**src/rtl/calc_pkg.sv**
```systemverilog
// rtl/calc_pkg.sv - shared command/response encodings and queue entry layout for calc_nport_top
package calc_pkg;

  localparam int CMD_W  = 4;
  localparam int RESP_W = 2;

  typedef enum logic [CMD_W-1:0] {
    CMD_NOP = 4'd0,
    CMD_ADD = 4'd1,
    CMD_SUB = 4'd2,
    CMD_SHL = 4'd5,
    CMD_SHR = 4'd6
  } cmd_e;

  typedef enum logic [RESP_W-1:0] {
    RESP_NONE = 2'd0,
    RESP_OK   = 2'd1,
    RESP_OVF  = 2'd2,
    RESP_INV  = 2'd3
  } resp_e;

  // Queue entry packs {cmd, tag, operand1, operand2}, operand2 in the LSBs.
  function automatic int entry_w(int data_w, int tag_w);
    return CMD_W + tag_w + 2 * data_w;
  endfunction

endpackage

```
**src/rtl/calc_nport_top_if.sv**
```systemverilog
// rtl/calc_nport_top_if.sv - requester/response bundle for calc_nport_top
interface calc_nport_top_if
  import calc_pkg::*;
#(
  parameter int NUM_PORTS = 4,
  parameter int DATA_W    = 32,
  parameter int TAG_W     = 2
);

  logic [NUM_PORTS*CMD_W-1:0]  req_cmd_in;
  logic [NUM_PORTS*DATA_W-1:0] req_data_in;
  logic [NUM_PORTS*TAG_W-1:0]  req_tag_in;
  logic [NUM_PORTS-1:0]        req_ready;
  logic [NUM_PORTS*RESP_W-1:0] out_resp;
  logic [NUM_PORTS*DATA_W-1:0] out_data;
  logic [NUM_PORTS*TAG_W-1:0]  out_tag;

  modport master (
    output req_cmd_in, req_data_in, req_tag_in,
    input  req_ready, out_resp, out_data, out_tag
  );

  modport slave (
    input  req_cmd_in, req_data_in, req_tag_in,
    output req_ready, out_resp, out_data, out_tag
  );

endinterface

```
**src/rtl/calc_req_port.sv**
```systemverilog
// rtl/calc_req_port.sv - per-port two-cycle command capture FSM feeding a request queue
module calc_req_port
  import calc_pkg::*;
#(
  parameter int DATA_W = 32,
  parameter int TAG_W  = 2,
  parameter int DEPTH  = 4
) (
  input  logic              clk,
  input  logic              rst_n,
  input  logic [CMD_W-1:0]  cmd,
  input  logic [DATA_W-1:0] data,
  input  logic [TAG_W-1:0]  tag,
  output logic              ready,
  input  logic              pop,
  output logic              valid,
  output logic [CMD_W-1:0]  head_cmd,
  output logic [TAG_W-1:0]  head_tag,
  output logic [DATA_W-1:0] head_op1,
  output logic [DATA_W-1:0] head_op2
);

  localparam int EW = entry_w(DATA_W, TAG_W);
  localparam int AW = $clog2(DEPTH);

  typedef enum logic {IDLE, WAIT_OP2} state_e;

  state_e            state, state_nx;
  logic [CMD_W-1:0]  cmd_q;
  logic [TAG_W-1:0]  tag_q;
  logic [DATA_W-1:0] op1_q;
  logic [EW-1:0]     mem [DEPTH];
  logic [AW-1:0]     wr_ptr, rd_ptr;
  logic [AW:0]       count;
  logic [AW+1:0]     occupancy;
  logic              capture, push, pop_ok;

  // A pending operand2 reserves its slot, so the push can never overflow.
  assign occupancy = {1'b0, count} + (AW+2)'(state == WAIT_OP2);
  assign ready     = occupancy < (AW+2)'(DEPTH);
  assign valid     = count != '0;
  assign pop_ok    = pop && valid;

  assign {head_cmd, head_tag, head_op1, head_op2} = mem[rd_ptr];

  always_comb begin
    state_nx = state;
    capture  = 1'b0;
    push     = 1'b0;
    case (state)
      IDLE: begin
        if (cmd != CMD_NOP && ready) begin
          capture  = 1'b1;
          state_nx = WAIT_OP2;
        end
      end
      WAIT_OP2: begin
        push     = 1'b1;
        state_nx = IDLE;
      end
    endcase
  end

  always_ff @(posedge clk or negedge rst_n) begin
    if (!rst_n) begin
      state  <= IDLE;
      cmd_q  <= '0;
      tag_q  <= '0;
      op1_q  <= '0;
      wr_ptr <= '0;
      rd_ptr <= '0;
      count  <= '0;
    end else begin
      state <= state_nx;
      if (capture) begin
        cmd_q <= cmd;
        tag_q <= tag;
        op1_q <= data;
      end
      if (push) wr_ptr <= wr_ptr + 1'b1;
      if (pop_ok) rd_ptr <= rd_ptr + 1'b1;
      count <= count + (AW+1)'(push) - (AW+1)'(pop_ok);
    end
  end

  always_ff @(posedge clk) begin
    if (push) mem[wr_ptr] <= {cmd_q, tag_q, op1_q, data};
  end

endmodule

```
**src/rtl/calc_nport_top.sv**
```systemverilog
// rtl/calc_nport_top.sv - N-port tagged calculator: per-port queues, round-robin arbiter, shared ALU
module calc_nport_top
  import calc_pkg::*;
#(
  parameter int NUM_PORTS = 4,
  parameter int DATA_W    = 32,
  parameter int TAG_W     = 2,
  parameter int DEPTH     = 4
) (
  input logic              c_clk,
  input logic              reset,
  calc_nport_top_if.slave  bus
);

  localparam int PW  = (NUM_PORTS > 1) ? $clog2(NUM_PORTS) : 1;
  localparam int SHW = $clog2(DATA_W);

  logic [NUM_PORTS-1:0] valid, pop;
  logic [CMD_W-1:0]     h_cmd [NUM_PORTS];
  logic [TAG_W-1:0]     h_tag [NUM_PORTS];
  logic [DATA_W-1:0]    h_op1 [NUM_PORTS];
  logic [DATA_W-1:0]    h_op2 [NUM_PORTS];

  for (genvar p = 0; p < NUM_PORTS; p++) begin : g_port
    calc_req_port #(
      .DATA_W (DATA_W),
      .TAG_W  (TAG_W),
      .DEPTH  (DEPTH)
    ) u_port (
      .clk      (c_clk),
      .rst_n    (reset),
      .cmd      (bus.req_cmd_in[p*CMD_W +: CMD_W]),
      .data     (bus.req_data_in[p*DATA_W +: DATA_W]),
      .tag      (bus.req_tag_in[p*TAG_W +: TAG_W]),
      .ready    (bus.req_ready[p]),
      .pop      (pop[p]),
      .valid    (valid[p]),
      .head_cmd (h_cmd[p]),
      .head_tag (h_tag[p]),
      .head_op1 (h_op1[p]),
      .head_op2 (h_op2[p])
    );
  end

  logic [PW-1:0] rr_ptr, gnt_idx;
  logic          gnt_any;
  logic [PW:0]   idx;

  // Search starts at rr_ptr and wraps, so the first hit is the round-robin winner.
  always_comb begin
    gnt_any = 1'b0;
    gnt_idx = '0;
    idx     = '0;
    for (int i = 0; i < NUM_PORTS; i++) begin
      idx = {1'b0, rr_ptr} + (PW+1)'(i);
      if (idx >= (PW+1)'(NUM_PORTS)) idx = idx - (PW+1)'(NUM_PORTS);
      if (!gnt_any && valid[idx[PW-1:0]]) begin
        gnt_any = 1'b1;
        gnt_idx = idx[PW-1:0];
      end
    end
  end

  assign pop = gnt_any ? (NUM_PORTS'(1) << gnt_idx) : '0;

  logic [CMD_W-1:0]  a_cmd;
  logic [TAG_W-1:0]  a_tag;
  logic [DATA_W-1:0] a_op1, a_op2;
  logic [DATA_W:0]   sum;
  logic [RESP_W-1:0] alu_resp;
  logic [DATA_W-1:0] alu_data;

  assign a_cmd = h_cmd[gnt_idx];
  assign a_tag = h_tag[gnt_idx];
  assign a_op1 = h_op1[gnt_idx];
  assign a_op2 = h_op2[gnt_idx];
  assign sum   = {1'b0, a_op1} + {1'b0, a_op2};

  always_comb begin
    alu_resp = RESP_INV;
    alu_data = '0;
    case (a_cmd)
      CMD_ADD: begin
        if (sum[DATA_W]) begin
          alu_resp = RESP_OVF;
        end else begin
          alu_resp = RESP_OK;
          alu_data = sum[DATA_W-1:0];
        end
      end
      CMD_SUB: begin
        if (a_op2 > a_op1) begin
          alu_resp = RESP_OVF;
        end else begin
          alu_resp = RESP_OK;
          alu_data = a_op1 - a_op2;
        end
      end
      CMD_SHL: begin
        alu_resp = RESP_OK;
        alu_data = a_op1 << a_op2[SHW-1:0];
      end
      CMD_SHR: begin
        alu_resp = RESP_OK;
        alu_data = a_op1 >> a_op2[SHW-1:0];
      end
      default: begin
        alu_resp = RESP_INV;
        alu_data = '0;
      end
    endcase
  end

  always_ff @(posedge c_clk or negedge reset) begin
    if (!reset) begin
      rr_ptr       <= '0;
      bus.out_resp <= '0;
      bus.out_data <= '0;
      bus.out_tag  <= '0;
    end else begin
      bus.out_resp <= '0;
      bus.out_data <= '0;
      bus.out_tag  <= '0;
      if (gnt_any) begin
        bus.out_resp[gnt_idx*RESP_W +: RESP_W] <= alu_resp;
        bus.out_data[gnt_idx*DATA_W +: DATA_W] <= alu_data;
        bus.out_tag[gnt_idx*TAG_W +: TAG_W]    <= a_tag;
        rr_ptr <= (gnt_idx == PW'(NUM_PORTS-1)) ? '0 : gnt_idx + 1'b1;
      end
    end
  end

endmodule

```
**src/flat_wrapper.sv**
```systemverilog
// flat-port wrapper written by rule: the top's interface ports become plain ports
module calc_nport_top_flat import calc_pkg::*;
#(
  parameter int NUM_PORTS = 4,
  parameter int DATA_W    = 32,
  parameter int TAG_W     = 2,
  parameter int DEPTH     = 4
)
  (c_clk, reset, bus_req_cmd_in, bus_req_data_in, bus_req_tag_in, bus_req_ready, bus_out_resp, bus_out_data, bus_out_tag);
  calc_nport_top_if #(.NUM_PORTS(NUM_PORTS), .DATA_W(DATA_W), .TAG_W(TAG_W)) bus_i ();
  input logic c_clk;
  input logic reset;
  input wire logic [$bits(bus_i.req_cmd_in)-1:0] bus_req_cmd_in;
  input wire logic [$bits(bus_i.req_data_in)-1:0] bus_req_data_in;
  input wire logic [$bits(bus_i.req_tag_in)-1:0] bus_req_tag_in;
  output wire logic [$bits(bus_i.req_ready)-1:0] bus_req_ready;
  output wire logic [$bits(bus_i.out_resp)-1:0] bus_out_resp;
  output wire logic [$bits(bus_i.out_data)-1:0] bus_out_data;
  output wire logic [$bits(bus_i.out_tag)-1:0] bus_out_tag;
  assign bus_i.req_cmd_in = bus_req_cmd_in;
  assign bus_i.req_data_in = bus_req_data_in;
  assign bus_i.req_tag_in = bus_req_tag_in;
  assign bus_req_ready = bus_i.req_ready;
  assign bus_out_resp = bus_i.out_resp;
  assign bus_out_data = bus_i.out_data;
  assign bus_out_tag = bus_i.out_tag;
  calc_nport_top #(.NUM_PORTS(NUM_PORTS), .DATA_W(DATA_W), .TAG_W(TAG_W), .DEPTH(DEPTH)) u_core (.c_clk(c_clk), .reset(reset), .bus(bus_i));
endmodule
```
**config.mk**
```make
export PLATFORM = sky130hd
export DESIGN_NAME = calc_nport_top_flat
export DESIGN_NICKNAME = d
export VERILOG_FILES = /design/src/rtl/calc_pkg.sv /design/src/rtl/calc_nport_top_if.sv /design/src/rtl/calc_req_port.sv /design/src/rtl/calc_nport_top.sv /design/src/flat_wrapper.sv
export SDC_FILE = /design/constraint.sdc
export NUM_CORES = 2
export LEC_CHECK = 0
export CAP_MARGIN = 20
export CORE_ASPECT_RATIO = 1.1
export CORE_MARGIN = 2
export CORE_UTILIZATION = 60
export DETAILED_ROUTE_END_ITERATION = 16
export GPL_TIMING_DRIVEN = 1
export HOLD_SLACK_MARGIN = 0.1
export PLACE_DENSITY = 0.79
export SLEW_MARGIN = 15
export SYNTH_ARGS = -nofsm -noshare
export SYNTH_HDL_FRONTEND = slang
export SYNTH_SLANG_ARGS = --single-unit
```
**constraint.sdc**
```tcl
create_clock -name c_clk -period 19.2 [get_ports c_clk]
set_clock_uncertainty 0.05 [all_clocks]
set_input_delay 1.92 -clock c_clk [delete_from_list [all_inputs] [get_ports c_clk]]
set_output_delay 1.92 -clock c_clk [all_outputs]
set_load 0.01 [all_outputs]
```
==> out/qor.csv <==
stage,metric,value,unit
clock_tree,clock_latency,770,ps
grt,antenna_found_initial,10,
finish,nNetsFinal,4476,
sta,hold_viol,0,
clock_tree,clock_tree.buffer_depth,3,
floorplan,coreArea,0.102,mm²
run_status,outcome,finished clean,
clock_tree,cts_tree,done,
worst_hold_path,whs_path_depth,0,
synthesis,ys_seq_area_share,68.0,%
clock_tree,htree_levels,4,
critical_path,worst_setup_path_start_kind,flip-flop,
critical_path,crit_required,19760,ps
detailed_routing,drt_first_iter_violations,5296,
floorplan,rows,123,
run,cap_violations,0,
grt,grt_max_degree,143,
sta,drv_slew,0,
detailed_routing,wl_per_cell,32.5,µm
place,post-dp-hpwl,124000,µm
sta,clock.fmax,0.128,GHz
critical_path,setup.worst_path.end_class,flip-flop,
synthesis,syn-instance-count,3900,
critical_path,worstSetupPathType,flip-flop to flip-flop,
floorplan,io_pins,302,
synthesis,yosys.area.top_type,edfxtp_1,
finish,syn2layout_area_growth,14.8,%
detailed_routing,via_count,37184,
finish,nFillCells,6326,
place,portBuffers,301,
critical_path,r2r_cells,18,
finish,final_common_cell,edfxtp_1,
synthesis,synth_enable_flop_cells,1120,
worst_hold_path,hp-class,flip-flop to flip-flop,
clock_tree,cts_resized,0,
grt,track_usage,35.8,%
sta,setup-violations-final,0,
finish,final_layout_size_suffix_gt1_share,15.2,%
synthesis,ys_seq_elements,1450,
synthesis,synth_area_leaders,"edfxtp_1 55%, dfrtp_1 13%, mux4_2 10%, mux2i_1 5.0%, nand2_1 3.4%",
finish,utilization,69.3,%
sta,rsz0062_at_grt,false,
sta,relSlewSlack,18.7,%
sta,fin_tns_setup,0,ps
detailed_routing,dr.pass1.iters,6,
synthesis,syn_area,0.0616,mm²
finish,mostFrequentLayoutCells,"1120 x edfxtp_1, 558 x nand2_1, 322 x dfrtp_1",
clock_tree,numCtsBuffers,138,
synthesis,synth_flop_cell,edfxtp_1,
clock_tree,postCtsSetupBuffers,0,
detailed_routing,antenna_left,0,
detailed_routing,wirelength,185000,µm
synthesis,synthArstFlopShare,22.8,%
sta,worst_pin_slew,1190,ps
clock_tree,hold_buffers,0,
grt,grt_pass1_wl,265000,µm
synthesis,ys_types,82,
clock_tree,cts.clk_slew.worst_paths,60,ps
synthesis,synth_warnings,0,
critical_path,cp_max_fo,46,
floorplan,initial_core_util,60.4,%
clock_tree,cts_root_buffer,clkbuf_16,
sta,min_period,7840,ps
critical_path,crit_arrival,8400,ps
synthesis,post-synth-top-area-fraction,54.6,%
synthesis,synth_nets,4160,
floorplan,fp.dieH,340,µm
clock_tree,clock-sinks,1450,
grt,grt_pass1_vias,37303,
synthesis,avgSynthCellArea,15.8,µm²
sta,min_period_over_period,40.8,%
grt,overflow,0,
floorplan,die_x,310,µm
detailed_routing,drc_errors,0,
detailed_routing,viasPerCell,6.52,
floorplan,fp.dieArea,0.105,mm²
place,place_congestion,1.10,
metal layers:
| layer | track usage (%) | vias to the layer above | wire length (µm) |
|---|---|---|---|
| met5 | 0 | - | 71 |
| met4 | 24.0 | 10 | 15000 |
| met3 | 6.79 | 512 | 15800 |
| met2 | 57.1 | 2307 | 89100 |
| met1 | 44.9 | 18916 | 65400 |
| li1 | - | 15439 | - |
critical path, cell delays in order, from the launching register on:
cell and delay [ps]:
dfrtp_1 450, or3_1 480, a211oi_1 350, o21a_4 460
buf_4 610, buf_4 780, mux2i_1 760, ha_1 500
nand3_1 170, nor2_1 220, nand2_1 80, o31ai_1 720
a311oi_1 250, o31a_1 340, o31ai_1 300, xnor2_1 160
nor2_1 80, nor4_2 760, nor2_1 90
Yosys cell counts (12+ instances only):
master	instances
o22ai_1	20
mux2i_1	310
nor2_1	252
buf_2	40
nand4_1	13
buf_1	28
ha_1	100
a21o_1	19
a22oi_1	38
nor3_1	38
o221ai_1	13
nand3_1	35
edfxtp_1	1120
a221oi_1	14
nor4_2	12
xor2_1	18
o211ai_1	25
a31oi_1	15
o21a_1	12
xnor2_1	34
o31ai_1	12
inv_1	95
mux4_2	280
clkbuf_1	118
and2_1	39
nand2_1	558
dfrtp_1	330
o21ai_0	46
a21oi_1	68
final timing paths:
| path | startpoint | to | slack [ps] |
|---|---|---|---|
| worst max-delay path | u_core.g_port[0].u_port.count[1]$_DFF_PN0_ | u_core.bus.out_data[125]$_DFF_PN0_ | 11360 |
| worst min-delay path | u_core.g_port[2].u_port.op1_q[2]$_DFFE_PN0P_ | u_core.g_port[2].u_port.mem[2][34]$_DFFE_PP_ | 450 |
| worst max register to register | u_core.g_port[0].u_port.count[1]$_DFF_PN0_ | u_core.bus.out_data[125]$_DFF_PN0_ | 11360 |
| worst min register to register | u_core.g_port[2].u_port.op1_q[2]$_DFFE_PN0P_ | u_core.g_port[2].u_port.mem[2][34]$_DFFE_PP_ | 450 |
| max in group asynchronous | reset | u_core.g_port[2].u_port.rd_ptr[0]$_DFFE_PN0P_ | 16460 |
| min in group asynchronous | reset | u_core.g_port[3].u_port.cmd_q[3]$_DFFE_PN0P_ | 1180 |
through the flow:
| stage | worst slack (ps) | hold WS [ps] | std cells | area [µm²] |
|---|---|---|---|---|
| floorplan | 12990 | 426 | 3900 | 61600 |
| global placement | 11850 | 440 | 5450 | 66200 |
| detailed placement | 11650 | 449 | 5450 | 66200 |
| CTS | 11600 | 448 | 5703 | 70700 |
| global route | 11100 | 459 | 5704 | 70700 |
| finish | 11360 | 449 | 5707 | 70800 |
flip-flops by register name (all words and copies together), names as in the netlist, 12 cells and up:
name,cells
u_core.g_port.u_port.op1_q,128
u_core.g_port.u_port.count,12
u_core.g_port.u_port.mem,1120
u_core.bus.out_data,128
u_core.g_port.u_port.cmd_q,16
kinds of logic (layout without fill, tap and decap cells):
family	count (synthesis)	count (layout)	synth area share, %
AOI/OAI and AO/OA	386	386	4.51
DFF	1450	1450	68.0
muxes	604	604	15.6
adders and majority gates	106	106	2.22
and+or+nand+nor	994	994	6.86
xor gates and xnor gates	52	52	0.739
other	0	3	0
buffers and inverters	308	737	2.13
cell type report:
class	count	area, µm²	area share, %
clock buffer	197	3950	5.58
inverter	102	385	0.545
sequential	1450	41900	59.2
antenna	3	7.51	0.0106
timing repair buffer	382	3640	5.14
multi-input combinational	2142	18600	26.2
tap	1375	1720	2.43
clock inverter	56	584	0.826
Power is not shown: default switching activity piles up to over one toggle a cycle in this logic, so the estimate is an artifact.
